### src/rtl/vga_pixel_pipe.sv
// vga_pixel_pipe: windowed RGB565 pixel pipeline with read-latency alignment and test patterns.
// Optional window border (all-ones edge pixels): define VGA_PIXEL_PIPE_BORDER_EN.
module vga_pixel_pipe #(
  parameter int ADDR_W = 11,
  parameter int PIC_X0 = 0,
  parameter int PIC_Y0 = 0,
  parameter int PIC_W  = 1024,
  parameter int PIC_H  = 720,
  parameter int RD_LAT = 1,
  parameter int R_W    = 5,
  parameter int G_W    = 6,
  parameter int B_W    = 5
) (
  input  logic              CLK,
  input  logic              RSTn,
  input  logic              Ready_Sig,
  input  logic [ADDR_W-1:0] Column_Addr_Sig,
  input  logic [ADDR_W-1:0] Row_Addr_Sig,
  input  logic [1:0]        Mode_Sig,
  input  logic              Mode_Load,
  input  logic [15:0]       Solid_Color,
  output logic              pix_req,
  input  logic [15:0]       display_data,
  input  logic              data_valid,
  input  logic              underrun_clr,
  output logic [R_W-1:0]    Red_Sig,
  output logic [G_W-1:0]    Green_Sig,
  output logic [B_W-1:0]    Blue_Sig,
  output logic              is_pic,
  output logic              frame_start,
  output logic [7:0]        frame_cnt,
  output logic              underrun
);

  localparam int L = RD_LAT;
  localparam logic [31:0] X0 = 32'(PIC_X0);
  localparam logic [31:0] X1 = 32'(PIC_X0 + PIC_W);
  localparam logic [31:0] Y0 = 32'(PIC_Y0);
  localparam logic [31:0] Y1 = 32'(PIC_Y0 + PIC_H);
  localparam logic [15:0] BARS [8] = '{
    16'hFFFF, 16'hFFE0, 16'h07FF, 16'h07E0,
    16'hF81F, 16'hF800, 16'h001F, 16'h0000
  };

  logic [31:0]       col;
  logic [31:0]       row;
  logic              in_win;
  logic              bound;
  logic [ADDR_W-1:0] lx;
  logic [ADDR_W-1:0] ly;
  logic [1:0]        pend;
  logic [1:0]        act;
  logic [1:0]        mode0;
  logic              run;
  logic              run0;

  assign col    = 32'(Column_Addr_Sig);
  assign row    = 32'(Row_Addr_Sig);
  assign in_win = Ready_Sig && col >= X0 && col < X1
                  && row >= Y0 && row < Y1;
  assign bound  = Ready_Sig && col == X0 && row == Y0;
  assign lx     = ADDR_W'(col - X0);
  assign ly     = ADDR_W'(row - Y0);

  // The first pixel of a frame already belongs to the new mode.
  assign mode0   = bound ? pend : act;
  assign run0    = run | bound;
  assign pix_req = in_win && mode0 == 2'd0;

  always_ff @(posedge CLK or negedge RSTn) begin
    if (!RSTn) begin
      pend <= 2'd0;
      act  <= 2'd0;
      run  <= 1'b0;
    end else begin
      if (Mode_Load) pend <= Mode_Sig;
      if (bound) begin
        act <= pend;
        run <= 1'b1;
      end
    end
  end

  logic [L:1]             q_rdy;
  logic [L:1]             q_win;
  logic [L:1]             q_sof;
  logic [L:1]             q_run;
  logic [L:1][1:0]        q_mode;
  logic [L:1][ADDR_W-1:0] q_lx;
  logic [L:1][ADDR_W-1:0] q_ly;

  always_ff @(posedge CLK or negedge RSTn) begin
    if (!RSTn) begin
      q_rdy  <= '0;
      q_win  <= '0;
      q_sof  <= '0;
      q_run  <= '0;
      q_mode <= '0;
      q_lx   <= '0;
      q_ly   <= '0;
    end else begin
      q_rdy[1]  <= Ready_Sig;
      q_win[1]  <= in_win;
      q_sof[1]  <= bound;
      q_run[1]  <= run0;
      q_mode[1] <= mode0;
      q_lx[1]   <= lx;
      q_ly[1]   <= ly;
      for (int i = 2; i <= L; i++) begin
        q_rdy[i]  <= q_rdy[i-1];
        q_win[i]  <= q_win[i-1];
        q_sof[i]  <= q_sof[i-1];
        q_run[i]  <= q_run[i-1];
        q_mode[i] <= q_mode[i-1];
        q_lx[i]   <= q_lx[i-1];
        q_ly[i]   <= q_ly[i-1];
      end
    end
  end

  logic              hit;
  logic              under_hit;
  logic [1:0]        a_mode;
  logic [ADDR_W-1:0] a_lx;
  logic [ADDR_W-1:0] a_ly;
  logic [2:0]        bar;
  logic [15:0]       pix;

  assign a_mode    = q_mode[L];
  assign a_lx      = q_lx[L];
  assign a_ly      = q_ly[L];
  assign hit       = q_run[L] && q_win[L] && q_rdy[L];
  assign under_hit = hit && a_mode == 2'd0 && !data_valid;

  // bar = (lx*8)/PIC_W via constant thresholds ceil(k*PIC_W/8)
  always_comb begin
    bar = 3'd0;
    for (int k = 1; k < 8; k++) begin
      if (32'(a_lx) >= 32'((k * PIC_W + 7) / 8)) bar = bar + 3'd1;
    end
  end

  always_comb begin
    pix = 16'h0000;
    if (hit) begin
      unique case (a_mode)
        2'd0:    pix = data_valid ? display_data : 16'h0000;
        2'd1:    pix = BARS[bar];
        2'd2:    pix = (a_lx[4] ^ a_ly[4]) ? 16'hFFFF : 16'h0000;
        default: pix = Solid_Color;
      endcase
`ifdef VGA_PIXEL_PIPE_BORDER_EN
      if (a_lx == '0 || 32'(a_lx) == 32'(PIC_W - 1)
          || a_ly == '0 || 32'(a_ly) == 32'(PIC_H - 1))
        pix = 16'hFFFF;
`endif
    end
  end

  // MSB-first copy, wrapping around the source field to widen it.
  logic [R_W-1:0] r_n;
  logic [G_W-1:0] g_n;
  logic [B_W-1:0] b_n;

  for (genvar i = 0; i < R_W; i++) begin : g_r
    assign r_n[R_W-1-i] = pix[15-(i%5)];
  end
  for (genvar i = 0; i < G_W; i++) begin : g_g
    assign g_n[G_W-1-i] = pix[10-(i%6)];
  end
  for (genvar i = 0; i < B_W; i++) begin : g_b
    assign b_n[B_W-1-i] = pix[4-(i%5)];
  end

  always_ff @(posedge CLK or negedge RSTn) begin
    if (!RSTn) begin
      Red_Sig     <= '0;
      Green_Sig   <= '0;
      Blue_Sig    <= '0;
      is_pic      <= 1'b0;
      frame_start <= 1'b0;
      frame_cnt   <= 8'd0;
      underrun    <= 1'b0;
    end else begin
      Red_Sig     <= r_n;
      Green_Sig   <= g_n;
      Blue_Sig    <= b_n;
      is_pic      <= hit;
      frame_start <= q_sof[L];
      frame_cnt   <= frame_cnt + {7'd0, q_sof[L]};
      underrun    <= under_hit | (underrun & ~underrun_clr);
    end
  end

endmodule

### config.mk
export PLATFORM = sky130hd
export DESIGN_NAME = vga_pixel_pipe
export DESIGN_NICKNAME = d
export VERILOG_FILES = /design/src/rtl/vga_pixel_pipe.sv
export SDC_FILE = /design/constraint.sdc
export NUM_CORES = 1
export LEC_CHECK = 0
export ABC_AREA = 1
export BUFFER_PORTS_ARGS = -buffer_cell sky130_fd_sc_hd__clkbuf_2
export CAP_MARGIN = 20
export CORE_MARGIN = 3
export CORE_UTILIZATION = 45
export CTS_BUF_LIST = sky130_fd_sc_hd__clkbuf_8
export DETAILED_ROUTE_END_ITERATION = 8
export GPL_TIMING_DRIVEN = 0
export PLACE_DENSITY = 0.85
export REMOVE_ABC_BUFFERS = 1
export SETUP_SLACK_MARGIN = 0.3
export SLEW_MARGIN = 20
export SYNTH_ARGS = -nofsm -noshare
export SYNTH_HDL_FRONTEND = slang
export SYNTH_SLANG_ARGS = --single-unit
### constraint.sdc
create_clock -name CLK -period 3.8 [get_ports CLK]
set_input_delay 0.57 -clock CLK [delete_from_list [all_inputs] [get_ports CLK]]
set_output_delay 0.57 -clock CLK [all_outputs]
set_load 0.01 [all_outputs]
==> results of run 1 <==
## worst paths after layout
path | start | endpoint | cells past startpoint
worst min register to register | q_sof | frame_start | 0
max in group asynchronous | RSTn | a_lx[8] | 1
worst max register to register | a_lx[9] | Green_Sig[1] | 27
worst min-delay path | q_sof | frame_start | 0
min in group asynchronous | RSTn | Green_Sig[0] | 1
worst max-delay path | a_lx[9] | Green_Sig[1] | 27
## cell type report
class	instances	area share (%)
inverters	44	5.26
well taps	67	2.59
clock inverters	1	0.928
repair buffers	105	17.5
multi-input cells	197	38.6
clock buffers	6	2.55
flip-flops and latches	42	32.6
## stage by stage
stage	TNS (ns)	area (µm²)	instances	hold WS (ns)	util, %
after floorplan	0	2300	283	0.274	-
after global placement	-0.853	2830	439	0.366	58.4
after detailed placement	-2.23	2830	439	0.376	58.4
after CTS	0	3140	459	0.390	64.8
after global routing	0	3240	462	0.392	66.7
final	0	3240	462	0.387	66.7
## what timing repair did
action | 4_1_cts | 5_1_grt
pin swaps | 20 | 23
setup endpoints to repair | 11 | 11
buffers inserted | 13 | 2
resized for setup | 30 | 17
## worst max-delay path: stages, from the launching register on
cell and delay, ns:
dfrtp_1 0.43, nor2_4 0.15, inv_4 0.06, nor2_4 0.16
inv_2 0.07, ha_4 0.17, o21ai_4 0.16, inv_2 0.06
ha_4 0.27, nand2_4 0.04, nand2_2 0.05, nand2_1 0.05
nand3b_1 0.11, nand2_1 0.07, ha_1 0.29, or2_4 0.25
and2_4 0.15, ha_4 0.15, inv_2 0.05, nor2_2 0.04
inv_1 0.09, nand2_2 0.07, nand2_2 0.07, nand2_2 0.06
nand3_4 0.10, nand3_2 0.08, nand2_1 0.10, inv_1 0.04
## cells in the mapped netlist
| cell type | n | share of area [%] |
|---|---|---|
| nand2_1 | 55 | 8.9 |
| dfrtp_1 | 42 | 45 |
| inv_1 | 42 | 6.8 |
| nor2_1 | 38 | 6.1 |
| nand3_1 | 28 | 6.0 |
| a31oi_1 | 12 | 3.2 |
| ha_1 | 9 | 4.8 |
| nand2_2 | 7 | 1.9 |
| nand3_2 | 7 | 3.0 |
| xor2_1 | 7 | 2.6 |
| clkbuf_1 | 6 | 0.97 |
| nand4_1 | 6 | 1.6 |
| o21ai_0 | 4 | 0.86 |
| or2_2 | 3 | 0.81 |
| and3_1 | 2 | 0.54 |
| nand2_4 | 2 | 0.97 |
| nand3b_1 | 2 | 0.64 |
| nor3_1 | 2 | 0.43 |
| nor4_1 | 2 | 0.54 |
| a2111oi_1 | 1 | 0.43 |
| a21oi_1 | 1 | 0.21 |
| a31o_2 | 1 | 0.38 |
| and2_1 | 1 | 0.27 |
| buf_1 | 1 | 0.16 |
| inv_2 | 1 | 0.16 |
| inv_4 | 1 | 0.27 |
| nor2_4 | 1 | 0.48 |
| o211ai_1 | 1 | 0.32 |
| o21a_1 | 1 | 0.32 |
| o21ai_1 | 1 | 0.21 |
| o22ai_1 | 1 | 0.27 |
| or2_1 | 1 | 0.27 |
| xnor2_1 | 1 | 0.38 |
## flip-flops by register name, summed over array words and instances (netlist names)
register,flops
frame_cnt,8
Green_Sig,6
Blue_Sig,5
Red_Sig,5
a_lx,5
a_mode,2
pend,2
a_ly,1
frame_start,1
is_pic,1
q_rdy,1
q_run,1
q_sof,1
q_win,1
run,1
underrun,1
## routing by layer
metal / vias to the layer above / wire length [µm]
met5: - / 0
met4: 0 / 95
met3: 11 / 442
met2: 86 / 2980
met1: 1075 / 2340
li1: 1134 / -
## cells by family (layout without fill, tap and decap cells)
kind of cell | after synthesis | after routing | synth area share [%]
xor gates and xnor gates | 8 | 8 | 3.01
DFF | 42 | 42 | 45.1
buffers and inverters | 51 | 156 | 8.33
and+or+nand+nor | 157 | 157 | 32.5
AOI/OAI and AO/OA | 23 | 23 | 6.23
adders and majority gates | 9 | 9 | 4.84
## power breakdown
part	internal [mW]	switching [mW]	total [mW]
Clock	0.210	0.142	0.353
Sequential	0.453	0.00399	0.457
Combinational	0.0887	0.0998	0.189
Total	0.752	0.246	0.998
==> results.toml, run 1 <==
[run_status]
status = "complete, no violations"

[hold_path]
hold_path_class = "flip-flop to flip-flop"

[cts]
cts-root-buf = "clkbuf_8"
cts_buffers = 5
clk_latency_ns = 0.29
cts.clk_slew.worst_paths_ns = 0.08
htree_num_levels = 2
cts_hold_buf = 0
cts_buffer_depth = 2
cts_tree = "built"
clock_sinks = 42

[setup_path]
endpoint_kind = "flip-flop"
reg2reg_slack_ns = 0.30
critical_path_arrival_ns = 3.69
cp_max_fo = 6
critPathRequiredTime_ns = 4.00
setup.worst_path.class = "flip-flop to flip-flop"
start_kind = "flip-flop"

[global_routing]
grt.total_usage_pct = 19.5
use_met1_pct = 22.0
grt_overflow = 0
grt_max_degree = 43
grt_pass1_vias = 2283
busiest_layer = "met2"
antenna_found_initial = 0
met3_usage_pct = 4.99
grt_pass1_wl_mm = 9.56
gr-usage-met2_pct = 35.0

[die]
die_area_um2 = 6070
rows = 25
core_um2 = 4850
fp.dieH_um = 77.9
start_util_pct = 48.0
die-width_um = 77.9
io_pins = 90

[sta]
rsz0062_at_grt = "true"
fin_skew_ns = 0.00828
slew_viol_final = 0
worstMarginPinSlew_ns = 1.08
max_freq_mhz = 286
fin_crit_ns = 3.50
hold_viol = 0
worst_slack_ns = 0.305
slew_headroom_pct = 27.9
fin_crit_sh_pct = 92.0
setup_violations = 0

[drt]
drt-total-wl_mm = 5.86
num_vias = 2306
ant_nets = 0
drtPass1Iterations = 5
vias_per_cell = 4.99
drc = 0
drtIter0Drc = 141
wire_per_inst_um = 12.7

[synth]
ys_seq_elements = 42
syn_area_um2 = 2330
ys_seq_area_share_pct = 45.1
ys_warn_count = 0
ys_types = 33
syn_inst = 290
syn_avg_cell_area_um2 = 8.03

[layout]
nets = 466
drive_gt1_share_pct = 43.0
multiInputGateArea_um2 = 1250
mostFrequentLayoutCell = "clkbuf_2"
final_cell_mix = "clkbuf_2 (88), nand2_1 (48), dfrtp_1 (40)"
seq_area_um2 = 1050
antennaDiodeCount = 0
nFillCells = 366
synthToLayoutAreaGrowth_pct = 39.0

[pwr]
ir_worst_vdd_mv = 0.310
p_leak_nw = 1.93
power_mw = 0.998
power_density_nw_per_um2 = 308

[placement]
dp_slack_ns = -0.277
dp_hpwl_mm = 4.09
port_buffers = 89
place.gp.congestion = 0.826

[run]
maxCapViolCount = 0
Power figures use the tool's default switching activity.
==> inputs of run 2 (changes only) <==
--- a/config.mk
+++ b/config.mk
@@ -6,7 +6,7 @@
 export NUM_CORES = 1
 export LEC_CHECK = 0
 export ABC_AREA = 1
-export BUFFER_PORTS_ARGS = -buffer_cell sky130_fd_sc_hd__clkbuf_2
+export BUFFER_PORTS_ARGS = -buffer_cell sky130_fd_sc_hd__buf_4
 export CAP_MARGIN = 20
 export CORE_MARGIN = 3
 export CORE_UTILIZATION = 45
==> run 2 against run 1 <==
Register-to-register slack lost 0.11 ns. Worst hold slack lost 0.15 ns. Sequential share of layout area shrank 1.6 points. Setup slack lost 0.11 ns. Critical path depth grew 2. Non-clock buffer count shrank 1. Via count grew 1.0%. Die area is the same. Final area grew 5.5%. Sequential power is essentially flat. Total power grew 2.3%.
==> results.toml, run 2 (synthesis gave the netlist of run 1 again) <==
[global_routing]
grt_overflow = 0
grt_max_degree = 43
grt_pass1_wl_mm = 9.94
grt_pass1_vias = 2272
antenna_found_initial = 0
grt.total_usage_pct = 20.6

[die]
rows = 25
start_util_pct = 48.0
core_um2 = 4850
io_pins = 90
die_area_um2 = 6070
die-width_um = 77.9
fp.dieH_um = 77.9

[placement]
dp_hpwl_mm = 4.31
place.gp.congestion = 0.815
port_buffers = 89
place_area_um2 = 3050
dp_slack_ns = -0.293
dp.cells = 439

[pwr]
ir_worst_vdd_mv = 0.178
p_leak_nw = 1.96
clkPwrFrac_pct = 35.2
intPower_mw = 0.766
swShare_pct = 24.9
pwr-share-seq_pct = 44.8
share_comb_of_total_power_pct = 20.0
switchingPower_mw = 0.254
power_density_nw_per_um2 = 299

[sta]
setup_violations = 0
rsz0062_at_grt = "true"
fin_crit_sh_pct = 94.8
max_freq_mhz = 278
worst_slack_ns = 0.198
fin_crit_ns = 3.60
slew_viol_final = 0
holdWs_ns = 0.234
worstMarginPinSlew_ns = 1.06
fin_skew_ns = 0.00852
hold_viol = 0
slew_headroom_pct = 29.4

[setup_path]
start_kind = "flip-flop"
slowest_delay_ns = 0.44
timing.rr.start = "a_lx[9]"
endpoint_kind = "flip-flop"
setup.worst_path.class = "flip-flop to flip-flop"
crit_top_cell = "nand2_1"
cp_max_fo = 6
critical_path_arrival_ns = 3.80
worstSetupStartpoint = "a_lx[9]"
critPathRequiredTime_ns = 4.00
crit_path_top_delay_cell = "dfrtp_2"

[drt]
ant_nets = 0
drc = 0
wire_per_inst_um = 13.7
num_vias = 2329
drtIter0Drc = 127
vias_per_cell = 5.05
drt-total-wl_mm = 6.33
drtPass1Iterations = 5

[layout]
largest-register = "frame_cnt"
antennaDiodeCount = 0
mostFrequentLayoutCell = "buf_4"
fin_util_pct = 70.4
fin_area_um2 = 3410
instances_no_fill = 461
nFillCells = 357
largestRegisters = "frame_cnt: 8 flops, Green_Sig: 6 flops"
drive_gt1_share_pct = 41.6
synthToLayoutAreaGrowth_pct = 46.5
largest_reg_flops = 8
nets = 465
final_cell_mix = "buf_4 (102), nand2_1 (51), dfrtp_1 (38)"

[cts]
cts.clk_slew.worst_paths_ns = 0.08
clock_sinks = 42
cts_buffers = 5
clk_latency_ns = 0.30
cts_buffer_depth = 2
htree_num_levels = 2
cts-root-buf = "clkbuf_8"
cts_tree = "built"

[run_status]
status = "complete, no violations"

[run]
maxCapViolCount = 0

[hold_path]
hold_path_class = "input pin to async pin"
[run 2: cell types whose count changed in the layout (fill, tap and decap cells not counted), sizes merged]
cell,delta
buf,+86
clkbuf,-87
[run 2: stage by stage]
step / power, mW / setup TNS, ns
6_report: 1.02 / 0
2_1_floorplan: 0.542 / 0
5_1_grt: 1.07 / 0
3_5_place_dp: 0.618 / -2.30
3_3_place_gp: 0.613 / -0.867
4_1_cts: 1.00 / 0
[run 2: critical path: cells and delay by family, from the launching register on]
kind	cells	cell delay, ns
and+or+nand+nor	18	1.70
adders and majority gates	4	0.89
buffers and inverters	7	0.45
DFF	1	0.44
[run 2: final timing paths]
kind | end | slack [ns] | cells past startpoint
setup / recovery | Green_Sig[2] | 0.20 | 29
hold / removal | Green_Sig[0] | 0.23 | 1
setup reg to reg | Green_Sig[2] | 0.20 | 29
hold reg to reg | frame_start | 0.39 | 0
max in group asynchronous | a_lx[10] | 3.18 | 1
min in group CLK | a_ly[4] | 0.39 | 1
[run 2: final cells by class]
class	count	area [µm²]	area share, %
Multi-Input combinational cell	197	1200	35.3
Sequential cell	42	1060	30.9
Timing Repair Buffer	104	785	23.0
Inverter	44	170	4.99
Tap cell	67	83.8	2.46
Clock buffer	6	82.6	2.42
Clock inverter	1	30.0	0.880
[run 2: per-layer routing]
layer	vias to the layer above	global-route usage, %	routed length, µm
met2	107	37.0	3260
met3	22	5.57	487
li1	1132	-	-
met1	1068	23.2	2410
met5	-	0	0
met4	0	7.87	172
[run 2: repair_timing]
| action | CTS | global route |
|---|---|---|
| hold endpoints to repair | 0 | 0 |
| hold buffers | 0 | 0 |
| endpoints found under the setup margin | 11 | 11 |
| gates resized for setup | 24 | 16 |
| setup buffers | 11 | 3 |
| pin swaps | 19 | 20 |
[run 2: power by group through the flow]
stage          sequential [mW]  combinational (mW)  clock [mW]
2_1_floorplan            0.465              0.0774           0
3_3_place_gp             0.465               0.148           0
3_5_place_dp             0.466               0.152           0
4_1_cts                  0.457               0.181       0.366
5_1_grt                  0.457               0.224       0.388
6_report                 0.457               0.204       0.360
